## src/rtl/nibble_serial_adder.sv

```systemverilog
// nibble_serial_adder
//   Multi-cycle WIDTH-bit adder built from a single 4-bit ripple slice.
//   - A start request latches a, b and cin.
//   - The slice then processes one nibble per cycle, least significant first.
//   - Each slice carry-out is registered and fed back as the next nibble's carry-in.
//   - The finished result lands on sum/cout in one step, with a one-cycle done pulse.
//
//   Optional feature: define SIGNED_OVF_EN to add the ovf output (signed overflow of
//   the latched operands), updated and held together with sum.
//
// Ports
//   clk    in   1      rising-edge clock
//   reset  in   1      asynchronous active-high reset
//   start  in   1      request; accepted in IDLE or DONE, ignored while busy
//   a, b   in   WIDTH  operands, sampled with start
//   cin    in   1      carry-in, sampled with start
//   busy   out  1      high while nibbles are being processed
//   done   out  1      one-cycle pulse, result valid on sum/cout
//   sum    out  WIDTH  registered result, held until the next completion
//   cout   out  1      registered final carry-out
//   ovf    out  1      signed overflow (SIGNED_OVF_EN only)

module four_bit_adder (
  input  logic [3:0] a,
  input  logic [3:0] b,
  input  logic       ci,
  output logic [3:0] s,
  output logic       co
);
  assign {co, s} = {1'b0, a} + {1'b0, b} + {4'b0000, ci};
endmodule

module nibble_serial_adder #(
  parameter int WIDTH = 16
) (
  input  logic             clk,
  input  logic             reset,
  input  logic             start,
  input  logic [WIDTH-1:0] a,
  input  logic [WIDTH-1:0] b,
  input  logic             cin,
  output logic             busy,
  output logic             done,
  output logic [WIDTH-1:0] sum,
  output logic             cout
`ifdef SIGNED_OVF_EN
  ,
  output logic             ovf
`endif
);
  localparam int NIBBLES = WIDTH / 4;
  localparam int IDX_W   = (NIBBLES > 1) ? $clog2(NIBBLES) : 1;
  localparam logic [IDX_W-1:0] LAST_IDX = IDX_W'(NIBBLES - 1);

  typedef enum logic [1:0] {S_IDLE, S_RUN, S_DONE} state_t;

  state_t             state_q, state_d;
  logic [IDX_W-1:0]   idx_q, idx_d;
  logic               carry_q, carry_d;
  logic               busy_q, busy_d;
  logic               done_q, done_d;
  logic [WIDTH-1:0]   sum_q, sum_d;
  logic               cout_q, cout_d;
  logic [WIDTH-1:0]   opa_q, opa_d;
  logic [WIDTH-1:0]   opb_q, opb_d;
  logic [WIDTH-1:0]   res_q, res_d;
`ifdef SIGNED_OVF_EN
  logic               ovf_q, ovf_d;
`endif

  logic [3:0] sl_a, sl_b, sl_s;
  logic       sl_co;

  // Slice inputs: the current nibble of each latched operand plus the registered carry
  assign sl_a = opa_q[4*idx_q +: 4];
  assign sl_b = opb_q[4*idx_q +: 4];

  four_bit_adder u_slice (
    .a  (sl_a),
    .b  (sl_b),
    .ci (carry_q),
    .s  (sl_s),
    .co (sl_co)
  );

  always_comb begin
    state_d = state_q;
    idx_d   = idx_q;
    carry_d = carry_q;
    done_d  = 1'b0;
    sum_d   = sum_q;
    cout_d  = cout_q;
    opa_d   = opa_q;
    opb_d   = opb_q;
    res_d   = res_q;
`ifdef SIGNED_OVF_EN
    ovf_d   = ovf_q;
`endif

    case (state_q)
      S_IDLE, S_DONE: begin
        if (start) begin
          opa_d   = a;
          opb_d   = b;
          carry_d = cin;
          idx_d   = '0;
          state_d = S_RUN;
        end else begin
          state_d = S_IDLE;
        end
      end
      S_RUN: begin
        res_d[4*idx_q +: 4] = sl_s;
        carry_d = sl_co;
        idx_d   = idx_q + 1'b1;
        if (idx_q == LAST_IDX) begin
          // res_d already holds the final nibble, so sum never shows a partial value
          sum_d   = res_d;
          cout_d  = sl_co;
`ifdef SIGNED_OVF_EN
          ovf_d   = (opa_q[WIDTH-1] == opb_q[WIDTH-1]) && (res_d[WIDTH-1] != opa_q[WIDTH-1]);
`endif
          idx_d   = '0;
          done_d  = 1'b1;
          state_d = S_DONE;
        end
      end
      default: state_d = S_IDLE;
    endcase

    busy_d = (state_d == S_RUN);
  end

  // Control and output registers: asynchronously cleared
  always_ff @(posedge clk or posedge reset) begin
    if (reset) begin
      state_q <= S_IDLE;
      idx_q   <= '0;
      carry_q <= 1'b0;
      busy_q  <= 1'b0;
      done_q  <= 1'b0;
      sum_q   <= '0;
      cout_q  <= 1'b0;
`ifdef SIGNED_OVF_EN
      ovf_q   <= 1'b0;
`endif
    end else begin
      state_q <= state_d;
      idx_q   <= idx_d;
      carry_q <= carry_d;
      busy_q  <= busy_d;
      done_q  <= done_d;
      sum_q   <= sum_d;
      cout_q  <= cout_d;
`ifdef SIGNED_OVF_EN
      ovf_q   <= ovf_d;
`endif
    end
  end

  // Operand and partial-result registers: no reset, always written before being read
  always_ff @(posedge clk) begin
    opa_q <= opa_d;
    opb_q <= opb_d;
    res_q <= res_d;
  end

  assign busy = busy_q;
  assign done = done_q;
  assign sum  = sum_q;
  assign cout = cout_q;
`ifdef SIGNED_OVF_EN
  assign ovf  = ovf_q;
`endif

endmodule
```

## config.mk

```make
export PLATFORM = sky130hd
export DESIGN_NAME = nibble_serial_adder
export DESIGN_NICKNAME = d
export VERILOG_FILES = /design/src/rtl/nibble_serial_adder.sv
export SDC_FILE = /design/constraint.sdc
export NUM_CORES = 1
export LEC_CHECK = 0
export ABC_AREA = 1
export BUFFER_PORTS_ARGS = -buffer_cell sky130_fd_sc_hd__clkbuf_2
export CAP_MARGIN = 20
export CORE_ASPECT_RATIO = 0.5
export CORE_MARGIN = 4
export CORE_UTILIZATION = 50
export DETAILED_ROUTE_END_ITERATION = 10
export PLACE_DENSITY = 0.73
export SYNTH_ARGS = -nofsm -noshare
export SYNTH_HDL_FRONTEND = slang
export SYNTH_SLANG_ARGS = --single-unit
```

## constraint.sdc

```tcl
create_clock -name clk -period 2.83 [get_ports clk]
set_clock_uncertainty 0.15 [all_clocks]
set_input_delay 0.849 -clock clk [delete_from_list [all_inputs] [get_ports clk]]
set_output_delay 0.849 -clock clk [all_outputs]
set_load 0.03 [all_outputs]
```

==> results.md, run 1 <==
* Min-delay src: sum[9]
* Die area at 7541 µm²
* Critical R2R Launch: idx_q[1]
* Most common cell after layout, fill and taps aside: nand2_1
* Element type at the critical path end: register
* Adder-cell area share of the yosys netlist at 4.967%
* Drt first-iter violations at 146
* Routability cong. at 0.8393
* Rel. slew slack at 72.66%
* Post-Route Setup TNS at 0 ns
* Max Root-Sink Buffers at 2
* Synth top area cells: edfxtp_1 47%, dfrtp_1 20%, nand2_1 9.3%
* Antenna cells at 0
* Crit path from: idx_q[1]
* Register share of total power at 34.0%
* Commonest cells after routing, fill and taps aside: 76 x nand2_1, 54 x clkbuf_2, 48 x edfxtp_1
* Largest stage delay, worst path at 0.50 ns
* Sw power at 2.071 mW
* CTS sink cnt at 72
* Status: completed
* Row count at 19
* Synth Area in Simple Gates at 15.72%
* Post-layout min period at 2.659 ns
* VDD IR max at 521.4 µV
* CP most frequent cell: fa_1
* Synthesized instance count at 269
* # DRC at 0
* Top cell type's share of synthesized area at 46.91%
* Number of buffers created by CTS at 9
* Mapped Nets at 316
* Crit path max-delay family: adder cells
* Mux cell area share after synthesis at 0%
* Critical-path cell list: inv_1 -> o21ai_1 -> o22ai_1 -> fa_1 -> fa_1 -> xnor2_2 -> nor2_2 -> nand2_1 -> o21ai_2
* First-pass GRT wire length at 10110 µm
* Achievable Freq at 376.1 MHz
* Placement Cell Area at 3473 µm²
* Hold Buf Count CTS at 0
* Die height at 63.44 µm
* Stages on worst setup path at 9
* Unique masters post-synth at 28
* Max cap viols at 0
* Biggest area consumer among synthesized cells: edfxtp_1
* Period utilisation layout at 93.96%
* DP HPWL at 4301 µm
* Final total power at 5.168 mW
* Total Routing Usage GR at 17.26%
* Vias in the first global route at 2105
* Slew Viols, Final at 0
* Leak Pwr at 1.741 nW
* Post-Synth XOR/XNOR Area at 0.2850%
* IO buf count at 54
* Worst-Skew Late Latency at 0.33 ns
* Critical path class: reg2reg
* DRT Wirelength at 6025 µm
* Setup Buffers After CTS at 0
* Synthesized flop and latch total at 72
* Slew @ Worst Pin at 0.4101 ns
* Largest family of logic cells by synthesized area: simple AND/OR/NAND/NOR gates
* Worst-path fanout max at 8
* Combinational power share at 43.2%
* Switching part of the total power at 40.08%
* Post-place setup slack at 0.09796 ns
* # nets final at 385
* # setup viols final at 0
* Htree depth at 3
* Mapped Area at 3073 µm²
* Final worst slack at 0.1710 ns
* DR vias at 2109
* Final Cell Area at 3795 µm²
* Chip width at 118.9 µm
* Clock Root Buffer: clkbuf_16
* Initial core utilization at 53.86%
* Drt pass-1 iters at 4
* Final hold violations at 0
* Crit start category: register
* RSZ-0062 raised after global routing: no
* Ys Warns at 0
* Synthesized area per cell at 11.42 µm²
* Hold path depth at 2
* CP Data Arrival Time at 2.59 ns
* Layout area overhead at 23.49%
* Via-to-Cell Ratio at 5.070
* HP Class: reg2reg
* Antenna violations before repair at 0
* Reg2Reg Depth at 9
* Clock group share of total power at 22.8%
* Slowest stage cell, crit path: dfrtp_1
* Core area at 5705 µm²
* Per-cell routed wire length at 14.48 µm
* IO Pins at 55
* Final ANT Viol Nets at 0
* CTS tree: done
* Largest net degree at the start of global routing at 34
* Internal power at 3.097 mW
* Overflow after GRT at 0
* CP bufs+invs at 1
* WP data required at 2.76 ns
* Synth Area in Compound Gates at 8.347%
* Layout cells sized above 1 at 28.86%
* Power density cells at 1362 nW/µm²
* Sequential area share after synthesis at 66.45%
* Worst-path clk slew at 0.05 ns
[registers in the layout (all words and copies together) (netlist names)]
name     count
carry_q      1
done         1
busy         1
opb_q       16
sum         16
cout         1
state_q      2
opa_q       16
res_q       16
idx_q        2
[synthesized netlist by cell type (all sizes together)]
| cell type | instances |
|---|---|
| nand2 | 77 |
| edfxtp | 48 |
| o21ai | 30 |
| inv | 25 |
| dfrtp | 24 |
| nor2 | 21 |
| nand3 | 10 |
| ha | 9 |
| o22ai | 8 |
| buf | 4 |
| nand4 | 4 |
| clkbuf | 2 |
| fa | 2 |
| o32ai | 2 |
| a21oi | 1 |
| o21bai | 1 |
| xnor2 | 1 |
[worst register-to-register path: cells and delay by family, from the launching register on]
| family | cells | cell delay [ns] |
|---|---|---|
| xor gates and xnor gates | 1 | 0.24 |
| DFF | 1 | 0.50 |
| and+or+nand+nor | 2 | 0.17 |
| AOI/OAI and AO/OA | 3 | 0.28 |
| adders and majority gates | 2 | 0.89 |
| buffers and inverters | 1 | 0.17 |
[through the flow]
step	std cells	hold slack (ns)	util, %
after floorplan	269	0.3639	-
after global placement	400	0.3128	60.88
after detailed placement	400	0.3156	60.88
after CTS	416	0.3304	66.36
after global routing	416	0.3443	66.51
final	416	0.3272	66.51
[cell families after synthesis]
group,count (synthesis)
AOI/OAI and AO/OA,42
DFF,72
xor gates and xnor gates,1
and+or+nand+nor,112
adders and majority gates,11
buffers and inverters,31
[path summary, 6_finish.rpt]
check	slack, ns	endpoint
max	0.17	res_q[14]
min	0.33	sum[9]
max reg2reg	0.17	res_q[14]
min reg2reg	0.33	sum[9]
max in group asynchronous	1.87	idx_q[0]
min in group asynchronous	0.40	sum[12]
[power by group through the flow]
| stage | Sequential (mW) | Clock (mW) | Combinational (mW) |
|---|---|---|---|
| 2_1_floorplan | 1.98 | 0 | 1.35 |
| 3_5_place_dp | 1.78 | 0 | 2.19 |
| 5_1_grt | 1.80 | 1.26 | 2.47 |
| 4_1_cts | 1.76 | 1.19 | 2.21 |
| 3_3_place_gp | 1.76 | 0 | 2.13 |
| 6_report | 1.76 | 1.18 | 2.23 |
[what timing repair did]
item                       CTS  global route
hold endpoints to repair     0             0
resized for setup            0             2
setup endpoints to repair    0             7
[final cells by class]
class | instances | area [µm²]
inverter | 25 | 93.84
clock buffer | 10 | 229.0
sequential | 72 | 2043
clock inverter | 6 | 83.83
fill | 423 | 1911
multi-input combinational | 166 | 908.4
tap | 73 | 91.34
timing repair buffer | 64 | 345.3
[per-layer routing]
metal | up-vias | track usage, % | wire, µm
met2 | 62 | 27.63 | 2863
met4 | 0 | 5.195 | 65
met5 | - | 0 | 0
met3 | 7 | 6.613 | 372
met1 | 985 | 22.01 | 2722
li1 | 1055 | - | -
Power figures use the tool's default switching activity.
==> inputs of run 2 (changes only) <==
--- a/config.mk
+++ b/config.mk
@@ -10,9 +10,10 @@
 export CAP_MARGIN = 20
 export CORE_ASPECT_RATIO = 0.5
 export CORE_MARGIN = 4
-export CORE_UTILIZATION = 50
+export CORE_UTILIZATION = 49
 export DETAILED_ROUTE_END_ITERATION = 10
-export PLACE_DENSITY = 0.73
+export PLACE_DENSITY = 0.84
 export SYNTH_ARGS = -nofsm -noshare
 export SYNTH_HDL_FRONTEND = slang
+export SYNTH_HIERARCHICAL = 1
 export SYNTH_SLANG_ARGS = --single-unit
==> run 2 against run 1 <==
Against the previous run: via count increased by 3.8%; fmax increased by 0.97%; largest power group unchanged; worst hold slack got worse by 0.0017 ns; clock-buffer cell count increased by 1; cell count increased by 2.4%; register-to-register slack improved by 0.03 ns; sequential cell count decreased by 4.
==> results.md, run 2 <==
* Vias in the first global route at 2230 (+5.9%)
* IO Pins at 55 (unchanged)
* Unique masters post-synth at 22 (-21%)
* RSZ-0062 raised after global routing: no
* Synth top area cells: edfxtp_1 44%, dfrtp_1 20%, nand2_1 11%
* Final worst slack at 0.1967 ns (+0.02565 ns)
* # setup viols final at 0 (unchanged)
* Clock group share of total power at 20.4% (-2.4 points)
* Combinational power share at 46.1% (+2.9 points)
* FF-to-FF End: sum[9]
* HP Class: reg2reg
* Antenna cells at 0 (unchanged)
* Worst hold slack at 0.3255 ns (-0.001694 ns)
* Layout area overhead at 21.00%
* Achievable Freq at 379.7 MHz (+0.97%)
* Min-delay src: sum[3]
* Most common cell after layout, fill and taps aside: nand2_1
* Total Routing Usage GR at 17.12% (-0.14 points)
* Drt pass-1 iters at 4 (unchanged)
* Final hold violations at 0 (unchanged)
* Post-Route Setup TNS at 0 ns (unchanged)
* DP HPWL at 4181 µm (-2.8%)
* Max Root-Sink Buffers at 2 (unchanged)
* Worst-path fanout max at 17 (+9)
* VDD IR max at 596.4 µV (+14%)
* Max cap viols at 0 (unchanged)
* Top cell type's share of synthesized area at 44.09% (-2.8 points)
* Setup Buffers After CTS at 0 (unchanged)
* Mapped Nets at 329 (+4.1%)
* Ys async rst share at 35.29% (+2.0 points)
* Worst-Skew Late Latency at 0.32 ns (about the same)
* Leak Pwr at 1.735 nW (-0.35%)
* Htree depth at 3 (unchanged)
* Most common cell in the netlist: nand2_1
* First-pass GRT wire length at 10290 µm (+1.8%)
* Register share of total power at 33.4% (-0.6 points)
* # nets final at 394 (+2.3%)
* Power density cells at 1336 nW/µm² (-1.9%)
* Switching part of the total power at 42.48% (+2.4 points)
* Internal power at 2.786 mW (-10%)
* Layout cells sized above 1 at 25.78% (-3.1 points)
* Clock Root Buffer: clkbuf_16
* Hold Buf Count CTS at 0 (unchanged)
* Row count at 19 (unchanged)
* IO buf count at 54 (unchanged)
* Synthesized area per cell at 10.59 µm² (-7.3%)
* Sw power at 2.057 mW (-0.68%)
* Post-place setup slack at 0.1334 ns (+0.03542 ns)
* Sequential area share after synthesis at 64.13% (-2.3 points)
* DR vias at 2189 (+3.8%)
* Largest net degree at the start of global routing at 33 (-2.9%)
* Biggest area consumer among synthesized cells: edfxtp_1
* Critical R2R Launch: idx_q[0]
* CTS tree: done
* Die area at 7506 µm² (-0.45%)
* # DRC at 0 (unchanged)
* WP data required at 2.94 ns (+0.18 ns)
* Final Cell Area at 3626 µm² (-4.5%)
* Slew @ Worst Pin at 0.6063 ns (+0.1962 ns)
* Top FF cell, synth: edfxtp_1
* Placement Cell Area at 3343 µm² (-3.7%)
* Element type at the critical path end: register
* Antenna violations before repair at 0 (unchanged)
* Status: completed
* Synthesized instance count at 283 (+5.2%)
* Fin util at 63.55% (-3.0 points)
* R2r setup slk at 0.20 ns (+0.03 ns)
* DRT Wirelength at 6022 µm (about the same)
* Die height at 63.30 µm (-0.22%)
* Routability cong. at 0.9252 (+10%)
* Initial core utilization at 52.52% (-1.3 points)
* Mapped Area at 2997 µm² (-2.5%)
* Per-cell routed wire length at 14.14 µm (-2.4%)
* Core area at 5705 µm² (unchanged)
* Critical path class: reg2reg
* Overflow after GRT at 0 (unchanged)
* Rel. slew slack at 59.54% (-13 points)
* Ys Warns at 6 (+6)
* Worst-path clk slew at 0.05 ns (about the same)
* Crit start category: register
* Number of buffers created by CTS at 9 (unchanged)
* Drt first-iter violations at 121 (-17%)
* Via-to-Cell Ratio at 5.138 (+1.4%)
* Hold path depth at 2 (unchanged)
* Chip width at 118.6 µm (-0.23%)
* Synthesized flop and latch total at 68 (-5.6%)
* Top cells by count, synth: 88 x nand2_1, 44 x edfxtp_1, 25 x inv_1
* Period utilisation layout at 93.05% (-0.91 points)
* Fill count at 429 (+1.4%)
* Final ANT Viol Nets at 0 (unchanged)
* CTS sink cnt at 68 (-5.6%)
* CP Data Arrival Time at 2.74 ns (+0.15 ns)
* Post-CTS sizing at 0 (unchanged)
* Post-synth EDFFs at 44 (-8.3%)
* Slew Viols, Final at 0 (unchanged)
* Reg2Reg Depth at 13 (+4)
* Commonest cells after routing, fill and taps aside: 88 x nand2_1, 54 x clkbuf_2, 44 x edfxtp_1
* Hold EP: sum[3]
* Post-layout min period at 2.633 ns (-0.02565 ns)
## run 2: changes by cell type after synthesis, moves of 4 or more
cell,before,now
edfxtp_1,48,44
o21ai_0,1,22
nand2_1,76,88
inv_1,17,25
nor2_1,18,23
o21ai_1,26,2
nand2_2,1,5
inv_2,8,3
## run 2: layout make-up
cell class	count	area, µm²	share of cell area [%]
Clock buffer	11	242.7	6.694
Clock inverter	5	28.78	0.7937
Inverter	29	111.4	3.071
Multi-Input combinational cell	179	905.9	24.98
Sequential cell	68	1923	53.04
Tap cell	73	91.34	2.519
Timing Repair Buffer	61	322.8	8.903
## run 2: how the worst max path moves through the flow
| stage | start | endpoint | slack, ns | cells past startpoint |
|---|---|---|---|---|
| after floorplan | idx_q[0] | res_q[10] | 0.40 | 12 |
| after global placement | idx_q[0] | sum[9] | 0.32 | 13 |
| after detailed placement | idx_q[0] | sum[9] | 0.13 | 13 |
| after CTS | idx_q[0] | sum[9] | 0.11 | 13 |
| after global routing | idx_q[1] | sum[10] | 0.07 | 13 |
| final | idx_q[0] | sum[9] | 0.20 | 13 |
## run 2: metrics by stage
step           cells  power, mW
6_report         426      4.843
5_1_grt          426      5.179
4_1_cts          426      4.777
3_5_place_dp     410      3.745
3_3_place_gp     410      3.641
2_1_floorplan    283      3.229
## run 2: worst max-delay path, cell delays in order, from the launching register on
cell and delay, ns:
dfrtp_2 0.45, inv_4 0.11, o21ai_0 0.21, o22ai_1 0.14, fa_1 0.49, inv_1 0.11, fa_1 0.42, inv_1 0.11
nand2_1 0.06, inv_1 0.06, nand3_1 0.07, nand2_1 0.09, nand2_1 0.05, nand2_1 0.06
## run 2: kinds of logic after synthesis
| family | count (synthesis) | share of synthesized area, % |
|---|---|---|
| simple gates | 131 | 18.12 |
| flops | 68 | 64.13 |
| compound gates | 37 | 6.890 |
| buf+inv | 36 | 5.887 |
| fa+ha+maj | 10 | 4.677 |
| xor+xnor | 1 | 0.2923 |
## run 2: layer usage
layer  wire (µm)  track usage [%]
met2        2942            29.19
met4          95            7.359
met3         373            4.111
met5           0                0
met1        2611            21.05
## run 2: power by group through the flow
stage / Sequential (mW) / Clock (mW) / Combinational, mW
2_1_floorplan: 1.83 / 0 / 1.40
3_3_place_gp: 1.61 / 0 / 2.03
3_5_place_dp: 1.63 / 0 / 2.11
4_1_cts: 1.62 / 1.01 / 2.15
5_1_grt: 1.66 / 1.06 / 2.46
6_report: 1.62 / 0.990 / 2.23
==> inputs of run 3 (changes only) <==
--- a/config.mk
+++ b/config.mk
@@ -10,9 +10,9 @@
 export CAP_MARGIN = 20
 export CORE_ASPECT_RATIO = 0.5
 export CORE_MARGIN = 4
-export CORE_UTILIZATION = 49
+export CORE_UTILIZATION = 35
 export DETAILED_ROUTE_END_ITERATION = 10
-export PLACE_DENSITY = 0.84
+export PLACE_DENSITY = 0.66
 export SYNTH_ARGS = -nofsm -noshare
 export SYNTH_HDL_FRONTEND = slang
 export SYNTH_HIERARCHICAL = 1
==> run 3 against run 2 <==
Against the previous run: clock-buffer cell count down 1; fmax is 0.96% higher; register-to-register slack improved by 0.02 ns; largest power group unchanged; routed wire length fell by 1.4%; critical path type unchanged; via count down 3.5%; critical endpoint is now sum[6].
==> results.md, run 3 (synthesis gave the netlist of run 2 again) <==
* Status: completed
* Die area at 10200 µm² (+36%)
* Final std cells w/o fill at 465 (+9.2%)
* Vias in the first global route at 2034 (-8.8%)
* Hold Buf Count CTS at 0 (unchanged)
* Most common cell after layout, fill and taps aside: nand2_1
* Register share of total power at 32.6% (-0.8 points)
* Total Routing Usage GR at 12.67% (-4.5 points)
* Via-to-Cell Ratio at 4.542 (-12%)
* DRT Wirelength at 5935 µm (-1.4%)
* Routability cong. at 0.8557 (-7.5%)
* Reg2Reg Depth at 13 (unchanged)
* Combinational power share at 43.2% (-2.9 points)
* Post-CTS sizing at 0 (unchanged)
* # nets final at 394 (unchanged)
* Clock Root Buffer: clkbuf_16
* IO Pins at 55 (unchanged)
* Setup Buffers After CTS at 0 (unchanged)
* # setup viols final at 0 (unchanged)
* Critical path class: reg2reg
* Clock group share of total power at 24.2% (+3.8 points)
* Element type at the critical path end: register
* Antenna cells at 0 (unchanged)
* FF-to-FF End: sum[6]
* First-pass GRT wire length at 10040 µm (-2.4%)
* # DRC at 0 (unchanged)
* Initial core utilization at 36.67% (-16 points)
* Layout cells sized above 1 at 25.50% (-0.28 points)
* Largest net degree at the start of global routing at 33 (unchanged)
* Worst-path fanout max at 17 (unchanged)
* Overflow after GRT at 0 (unchanged)
* Core area at 8173 µm² (+43%)
* Final ANT Viol Nets at 0 (unchanged)
* Die height at 73.43 µm (+16%)
* Number of buffers created by CTS at 9 (unchanged)
* R2r setup slk at 0.22 ns (+0.02 ns)
* Drt first-iter violations at 84 (-31%)
* Per-cell routed wire length at 12.76 µm (-9.7%)
* Sw power at 2.013 mW (-2.2%)
* IO buf count at 54 (unchanged)
* Max cap viols at 0 (unchanged)
* Post-placement cell count at 449 (+9.5%)
* Htree depth at 3 (unchanged)
* Final hold violations at 0 (unchanged)
* WP data required at 2.95 ns (about the same)
* Achievable Freq at 383.4 MHz (+0.96%)
* Final worst slack at 0.2216 ns (+0.02499 ns)
* Rel. slew slack at 57.24% (-2.3 points)
* Fill count at 773 (+80%)
* CP Capture Point: sum[6]
* Post-Route Setup TNS at 0 ns (unchanged)
* CP Data Arrival Time at 2.73 ns (about the same)
* CTS tree: done
* Layout area overhead at 24.09%
* Critical R2R Launch: idx_q[0]
* Period utilisation layout at 92.17% (-0.88 points)
* Drt pass-1 iters at 4 (unchanged)
* Slew Viols, Final at 0 (unchanged)
* Post-place setup slack at 0.2669 ns (+0.1336 ns)
* Commonest cells after routing, fill and taps aside: 88 x nand2_1, 54 x clkbuf_2, 44 x edfxtp_1
* Max Root-Sink Buffers at 2 (unchanged)
* Post-layout min period at 2.608 ns (-0.02499 ns)
* HP Class: reg2reg
* DP HPWL at 4154 µm (-0.65%)
* Switching part of the total power at 40.72% (-1.8 points)
* Worst-path clk slew at 0.06 ns (about the same)
* Worst hold slack at 0.3288 ns (+0.003304 ns)
* Crit start category: register
* Chip width at 138.9 µm (+17%)
* Antenna violations before repair at 0 (unchanged)
* VDD IR max at 494.4 µV (-17%)
* Row count at 23 (+4)
* Power density cells at 1329 nW/µm² (-0.48%)
* CTS sink cnt at 68 (unchanged)
* Crit path from: idx_q[0]
* Leak Pwr at 1.762 nW (+1.5%)
* RSZ-0062 raised after global routing: no
* DR vias at 2112 (-3.5%)
* Slew @ Worst Pin at 0.6407 ns (+0.03436 ns)
* Worst-Skew Late Latency at 0.33 ns (about the same)
* Internal power at 2.930 mW (+5.2%)
-- run 3: changes by cell type in the layout (fill, tap and decap cells not counted) --
| cell | before | now |
|---|---|---|
| bufinv_16 | 0 | 2 |
| clkbuf_1 | 1 | 0 |
| clkinv_4 | 0 | 2 |
| clkinvlp_4 | 2 | 0 |
| dfrtp_1 | 23 | 24 |
| dfrtp_2 | 1 | 0 |
| inv_4 | 1 | 0 |
| xnor2_1 | 0 | 1 |
| xnor2_2 | 1 | 0 |
-- run 3: metal layers --
layer  track usage [%]  up-vias  share of wire (%)
li1                  -     1069                  -
met1             16.90      982                 49
met2             19.51       48                 45
met3             3.706       13                4.6
met4             5.531        0                2.1
met5                 0        -                  0
-- run 3: final cells by class --
class,count,area (µm²),area share (%)
tap,112,140.1,3.768
inverter,29,108.9,2.927
multi-input combinational,179,898.4,24.16
clock buffer,10,239.0,6.427
clock inverter,6,87.58,2.355
timing repair buffer,61,322.8,8.681
sequential,68,1922,51.68
-- run 3: power groups by stage --
stage	clock (mW)	sequential, mW	combinational (mW)
6_report	1.20	1.61	2.14
5_1_grt	1.26	1.65	2.43
4_1_cts	1.22	1.61	2.14
3_5_place_dp	0	1.62	2.13
3_3_place_gp	0	1.62	2.10
2_1_floorplan	0	1.83	1.40
-- run 3: worst min-delay path by stage --
stage	slack (ns)	depth (start not counted)	end	start
CTS	0.33	2	sum[1]	sum[1]
finish	0.33	2	sum[2]	sum[2]
global route	0.36	2	sum[12]	sum[12]
detailed placement	0.31	2	sum[11]	sum[11]
floorplan	0.37	2	res_q[10]	res_q[10]
global placement	0.32	2	sum[2]	sum[2]
-- run 3: metrics by stage --
stage               area (µm²)  util, %  total power [mW]
floorplan                 2997        -             3.229
global placement          3392    41.50             3.715
detailed placement        3392    41.50             3.753
CTS                       3719    45.50             4.972
global route              3719    45.50             5.333
finish                    3719    45.50             4.943
-- run 3: worst max-delay path, stage by stage, from the launching register on --
cell	delay, ns
dfrtp_1	0.45
inv_2	0.12
buf_4	0.22
o21ai_0	0.10
o22ai_1	0.22
inv_1	0.10
fa_1	0.46
xnor2_1	0.29
nand2_1	0.09
inv_1	0.09
nand2_1	0.07
nand2_2	0.08
nand2_1	0.05
nand2_1	0.06
